### src/rtl/if_fetch_stage.sv
// if_fetch_stage: IF stage owning the PC, fetching over req/ack imem, feeding the hazard judger and IF/ID.
// Optional IF_PERF_CNT_EN adds saturating issue/stall performance counters.
module if_fetch_stage #(
  parameter logic [31:0] RESET_PC = 32'h0040_0000,
  parameter logic [31:0] NOP_INST = 32'h0000_0000
) (
  input  logic        clk,
  input  logic        rst,
  input  logic        if_stop,
  input  logic        redirect_valid,
  input  logic [31:0] redirect_pc,
  output logic        imem_req,
  output logic [31:0] imem_addr,
  input  logic        imem_ack,
  input  logic [31:0] imem_rdata,
  output logic        if_valid,
  output logic [31:0] if_inst,
  output logic [31:0] if_pc,
  output logic        id_valid,
  output logic [31:0] id_inst,
  output logic [31:0] id_pc,
  output logic [31:0] id_npc
`ifdef IF_PERF_CNT_EN
  ,
  output logic [31:0] perf_issue_cnt,
  output logic [31:0] perf_stall_cnt
`endif
);
  localparam logic [1:0] FETCH   = 2'd0;
  localparam logic [1:0] READY   = 2'd1;
  localparam logic [1:0] DISCARD = 2'd2;
  logic [1:0]  state_q, state_d;
  logic [31:0] pc_q, pc_d, buf_q, buf_d, pend_addr_q, pend_addr_d;
  logic        id_valid_q, id_valid_d;
  logic [31:0] id_inst_q, id_inst_d, id_pc_q, id_pc_d, id_npc_q, id_npc_d;
  logic [31:0] pc_inc, target;
  logic        issue;
  assign pc_inc = pc_q + 32'd4;
  assign target = redirect_pc & ~32'd3;
  assign issue  = (state_q == READY) & ~if_stop & ~redirect_valid;
  assign imem_req  = ~rst & ((state_q != READY) | issue);
  assign imem_addr = (state_q == DISCARD) ? pend_addr_q : issue ? pc_inc : pc_q;
  assign if_valid  = state_q == READY;
  assign if_inst   = buf_q;
  assign if_pc     = pc_q;
  assign id_valid  = id_valid_q;
  assign id_inst   = id_inst_q;
  assign id_pc     = id_pc_q;
  assign id_npc    = id_npc_q;
  always_comb begin
    state_d     = state_q;
    pc_d        = pc_q;
    buf_d       = buf_q;
    pend_addr_d = pend_addr_q;
    case (state_q)
      FETCH: begin
        if (redirect_valid) begin
          pc_d = target;
          // an unanswered request must still be drained before the new fetch
          if (!imem_ack) begin
            pend_addr_d = pc_q;
            state_d     = DISCARD;
          end
        end else if (imem_ack) begin
          buf_d   = imem_rdata;
          state_d = READY;
        end
      end
      READY: begin
        if (redirect_valid) begin
          pc_d    = target;
          state_d = FETCH;
        end else if (!if_stop) begin
          pc_d = pc_inc;
          if (imem_ack) buf_d = imem_rdata;
          else state_d = FETCH;
        end
      end
      DISCARD: begin
        if (redirect_valid) pc_d = target;
        else if (imem_ack) state_d = FETCH;
      end
      default: state_d = FETCH;
    endcase
  end
  always_comb begin
    id_valid_d = issue;
    id_inst_d  = issue ? buf_q : NOP_INST;
    id_pc_d    = issue ? pc_q : id_pc_q;
    id_npc_d   = issue ? pc_inc : id_npc_q;
  end
  always_ff @(posedge clk) begin
    if (rst) begin
      state_q     <= FETCH;
      pc_q        <= RESET_PC;
      buf_q       <= 32'd0;
      pend_addr_q <= 32'd0;
      id_valid_q  <= 1'b0;
      id_inst_q   <= NOP_INST;
      id_pc_q     <= 32'd0;
      id_npc_q    <= 32'd0;
    end else begin
      state_q     <= state_d;
      pc_q        <= pc_d;
      buf_q       <= buf_d;
      pend_addr_q <= pend_addr_d;
      id_valid_q  <= id_valid_d;
      id_inst_q   <= id_inst_d;
      id_pc_q     <= id_pc_d;
      id_npc_q    <= id_npc_d;
    end
  end
`ifdef IF_PERF_CNT_EN
  logic [31:0] issue_cnt_q, issue_cnt_d, stall_cnt_q, stall_cnt_d;
  logic        stall;
  assign stall = (state_q == READY) & if_stop & ~redirect_valid;
  always_comb begin
    issue_cnt_d = (issue & ~&issue_cnt_q) ? issue_cnt_q + 32'd1 : issue_cnt_q;
    stall_cnt_d = (stall & ~&stall_cnt_q) ? stall_cnt_q + 32'd1 : stall_cnt_q;
  end
  always_ff @(posedge clk) begin
    if (rst) begin
      issue_cnt_q <= 32'd0;
      stall_cnt_q <= 32'd0;
    end else begin
      issue_cnt_q <= issue_cnt_d;
      stall_cnt_q <= stall_cnt_d;
    end
  end
  assign perf_issue_cnt = issue_cnt_q;
  assign perf_stall_cnt = stall_cnt_q;
`endif
endmodule

### config.mk
export PLATFORM = sky130hd
export DESIGN_NAME = if_fetch_stage
export DESIGN_NICKNAME = d
export VERILOG_FILES = /design/src/rtl/if_fetch_stage.sv
export SDC_FILE = /design/constraint.sdc
export NUM_CORES = 1
export LEC_CHECK = 0
export CORE_MARGIN = 8
export CORE_UTILIZATION = 30
export DETAILED_ROUTE_END_ITERATION = 8
export HOLD_SLACK_MARGIN = 0.15
export SKIP_LAST_GASP = 1
export SYNTH_ARGS = -nofsm -noshare
export SYNTH_HDL_FRONTEND = slang
export SYNTH_SLANG_ARGS = --single-unit
### constraint.sdc
create_clock -name clk -period 3.3 [get_ports clk]
set_input_delay 0.825 -clock clk [delete_from_list [all_inputs] [get_ports clk]]
set_output_delay 0.825 -clock clk [all_outputs]
set_load 0.005 [all_outputs]
# ---- Word level (Yosys, flattened, before mapping)
# Index checks and enable logic that the tools add are counted.
dict set report totals {
  register_bits 195
  latchBits 0
  mem_bits_rw 0
  rom_bits 0
  inputBits 69
  out_inout_bits 195
  elab_cells 60
  mem_count 0
}
dict set report classes {
  n_addsub 1
  multipliers 0
  div 0
  order_cmp 0
  n_eq_ne 13
  n_shift 0
  mux 20
  n_bitwise 9
  n_reduce_logical 9
}
# op n
set ops {}
lappend ops {{32-bit two-way mux} 9}
lappend ops {{32-bit case mux with 2 select lines} 2}
lappend ops {{32-bit by 3-bit adder with 32-bit output, second input constant} 1}
lappend ops {{2-bit two-way mux} 8}
lappend ops {{3-bit != test, second input constant} 4}
lappend ops {{2-bit != test, second input constant} 5}
lappend ops {{2-bit case mux with 3 select lines} 1}
lappend ops {{3-bit AND reduction} 2}
lappend ops {{6-bit AND reduction} 1}
lappend ops {{1-bit NOT} 5}
lappend ops {{2-bit by 1-bit != test with 1-bit output, second input constant} 2}
lappend ops {{4-bit AND reduction} 1}
lappend ops {{2-bit nonzero test} 2}
lappend ops {{2-bit OR reduction} 2}
lappend ops {{1-bit bitwise AND} 3}
lappend ops {{2-bit by 1-bit equality test with 1-bit output, second input constant} 1}
lappend ops {{2-bit equality test, second input constant} 1}
lappend ops {{2-bit logical NOT} 1}
lappend ops {{1-bit bitwise OR} 1}

# ---- Longest topological paths before layout
dict set report logic_depth {
  word_depth 5
  ltp_mapped 7
  ltp_nobuf 6
}

# ---- Worst setup path after synthesis
# No wires, ideal clock.
dict set report synth_path {
  kind {input -> output}
  from {input redirect_valid}
  to {output imem_addr[26]}
  arrival_time_ps 2343
  path_slack_ps 132
  path_stages 6
  path_buffers 2
  cell_sequence {or4b_2 clkbuf_1 clkbuf_1 nor4_1 xnor2_1 o21ai_0}
}
dict set report synth_between {
  elab_chain_len 4
}
# element line_no
set synth_lines {}
lappend synth_lines {{start, declared} 10} ;# input logic redirect_valid,
lappend synth_lines {{1-bit NOT} 40} ;# assign issue = (state_q == READY) & ~if_stop & ~redirect_valid;
lappend synth_lines {{1-bit bitwise AND} 40}
lappend synth_lines {{32-bit two-way mux (2 in a row)} 42} ;# assign imem_addr = (state_q == DISCARD) ? pend_addr_q : issue ? pc_inc : pc_q;
lappend synth_lines {{end, declared} 13} ;# output logic [31:0] imem_addr,
# Every way passes these cells.

# ---- Final worst setup path
dict set report layout_path {
  from {input redirect_valid}
  to {output imem_addr[30]}
}
# Same word-level chain as after synthesis.

==> results.json <==
{
  "status": "complete, but fails checks",
  "violations": "setup timing",
  "synthCells": 1071,
  "fmax_mhz": 303,
  "synth-edff-count": 0,
  "gp_congestion": 0.896,
  "fp.coreArea_um2": 27600,
  "tns_ns": -0.00537,
  "clk_pin_slew_ns": 0.07,
  "grt_pass1_wl_um": 51200,
  "diodes": 0,
  "reg2reg_from": "if_pc[23]",
  "vias": 8794,
  "power.switching_mw": 1.51,
  "yosys_register_bits": 187,
  "filler_cell_count": 2713,
  "hold_viol": 0,
  "hpwl_um": 23500,
  "die_width_um": 183,
  "syn_avg_cell_area_um2": 7.77,
  "p_int_mw": 3.78,
  "worst_pin_slew_ns": 1.24,
  "post-place-ws_ns": -1.07,
  "critPathRequiredTime_ns": 2.47,
  "multi_input_area_um2": 4330,
  "clock-sinks": 187,
  "yosysMostFrequentCell": "nand2_1",
  "row_count": 61,
  "ctsHoldBuffers": 0,
  "drive_gt1_share_pct": 15.9,
  "synth_common_cells": "nand2_1, dfxtp_1, a21oi_1",
  "finalHoldWorstSlack_ns": 0.456,
  "antenna_found_initial": 0,
  "clock_skew_ns": 0.0155,
  "setup_slack_ns": -0.00537,
  "ir_drop_mv": 0.288,
  "grtUsageTotal_pct": 19.5,
  "hold_path_depth": 2,
  "crit_arrival_ns": 2.48,
  "place_area_um2": 11700,
  "clk_latency_ns": 0.44,
  "synth.top_cell.area_share_pct": 45.0,
  "die_area_um2": 33300,
  "cp-end-kind": "primary output",
  "yosysWarnings": 0,
  "cts_tree": "built",
  "fin_nets": 1432,
  "drc": 0,
  "cts_root_buf": "clkbuf_16",
  "max_slew_margin_pct": 17.1,
  "p_comb_share_pct": 14.2,
  "initial_core_util_pct": 30.2,
  "ff_latch_area_um2": 3750,
  "r2r-end": "if_pc[30]",
  "min_to": "id_pc[24]",
  "min_from": "id_pc[24]",
  "period_minus_slack_ns": 3.31,
  "drt_iter0_markers": 668,
  "critPathKind": "in2out",
  "power_density_nw_per_um2": 414,
  "start_kind": "input port",
  "yosysSeqAreaShare_pct": 45.0,
  "synthArstFlopShare_pct": 0,
  "htree_levels": 4,
  "area_delta_synth_final_pct": 53.6,
  "leakage_nw": 4.75,
  "power_frac_seq_pct": 44.6,
  "wl_per_cell_um": 19.1,
  "ios": 264,
  "regToRegSetupSlack_ns": 0.88,
  "viasPerCell": 5.02,
  "first_global_vias": 8539,
  "hold_path_class": "reg2reg",
  "synth_area_um2": 8320,
  "firstDrtPassIters": 5,
  "power_frac_clock_pct": 41.2,
  "rsz0062_at_grt": "yes",
  "cp-startpoint": "redirect_valid",
  "cts_buffers": 17,
  "fin_area_um2": 12800,
  "finalSetupViolCount": 1,
  "ctsLongestPathBuffers": 2,
  "grt_overflow": 0,
  "ant_nets": 0,
  "grt_max_degree": 139,
  "wl_um": 33500,
  "synth_flop_cell": "dfxtp_1",
  "fp.dieH_um": 183,
  "post-route-period-util_pct": 100,
  "switching_share_pct": 28.5,
  "place.port_buffers": 253,
  "crit_fanout": 4,
  "drv_slew": 0,
  "yosysTopAreaCell": "dfxtp_1",
  "cap_violations": 0,
  "worstRegToRegCells": 6,
  "yosysUniqueCellTypes": 56,
  "synthTopCellsByArea": "dfxtp_1, nand2_1, a21oi_1"
}
[per-layer routing]
layer | GRT usage, % | wire length [um] | vias to the layer above
met2 | 31.4 | 15700 | 342
li1 | - | - | 4253
met4 | 6.46 | 674 | 0
met5 | 0 | 0 | -
met1 | 24.0 | 14100 | 4162
met3 | 6.72 | 3140 | 37
[critical path: stages]
cell and delay, ns:
buf_6 0.09, buf_6 0.11, nor4b_4 0.25, buf_6 0.16, buf_6 0.11, nand4_1 0.16, buf_4 0.20, nor3_4 0.18
xnor2_1 0.09, o21ai_1 0.15, buf_2 0.15
[logic make-up after synthesis]
family                   after synthesis  synth area share, %
buffers and inverters                123                 6.29
AO/OA/AOI/OAI                        262                 18.1
multiplexers                           4                0.496
other                                  1               0.0451
adder cells (fa/ha/maj)                1                0.150
AND/OR/NAND/NOR                      445                 24.9
flip-flops                           187                 45.0
XOR/XNOR                              48                 5.05
[power groups by stage]
stage          registers [mW]  logic [mW]  clock network [mW]
6_report                 2.36       0.749                2.18
5_1_grt                  2.37       0.810                2.31
4_1_cts                  2.36       0.745                2.23
3_5_place_dp             2.41       0.738                   0
3_3_place_gp             2.41       0.737                   0
2_1_floorplan            2.41       0.315                   0
[how the worst max path moves through the flow]
stage | end | slack [ns] | depth (start not counted)
floorplan | imem_addr[26] | 0.13 | 6
global placement | imem_addr[21] | -0.96 | 8
detailed placement | imem_addr[28] | -1.07 | 8
CTS | imem_addr[31] | -0.06 | 6
finish | imem_addr[30] | -0.005 | 11
global route | imem_addr[31] | -0.09 | 7
[per-stage QoR]
step | util (%) | std cells | total power [mW]
6_report | 46.4 | 1753 | 5.29
5_1_grt | 46.4 | 1753 | 5.49
4_1_cts | 46.2 | 1749 | 5.33
3_5_place_dp | 42.6 | 1703 | 3.15
3_3_place_gp | 42.6 | 1703 | 3.15
2_1_floorplan | - | 1078 | 2.73
[timing repair]
item	CTS	global route
setup buffers	12	4
cloned	2	0
setup endpoints to repair	31	21
gates resized for setup	136	23
pin swaps	21	9
[layout make-up]
type / count / area share (%)
clock buffer: 17 / 3.33
clock inverter: 15 / 1.55
inverter: 7 / 0.206
multi-input combinational: 768 / 33.9
sequential: 187 / 29.3
tap: 378 / 3.70
timing repair buffer: 381 / 28.0
[cell usage in the layout, fill, tap and decap left out, types with 10 or more instances in the layout]
master           Yosys  layout
nand2_1            248     248
clkdlybuf4s50_1      0     220
dfxtp_1            187     184
a21oi_1            132     132
buf_4               10     112
nor2_1              50      47
o21ai_0             60      44
and3_1              36      36
xnor2_1             29      28
nand3_1             21      19
xor2_1              19      19
clkbuf_16            0      17
nand4_1             15      15
o21ai_1              0      13
dlygate4sd2_1        0      13
a211oi_1            12      12
buf_2               16      11
a31oi_1             14      10
[state kept, by name, summed over array words and instances (netlist names)]
register	count
id_inst	32
if_pc	30
state_q	2
if_inst	32
id_valid	1
pend_addr_q	30
id_npc	30
id_pc	30
(Power assumes the default switching activity.)
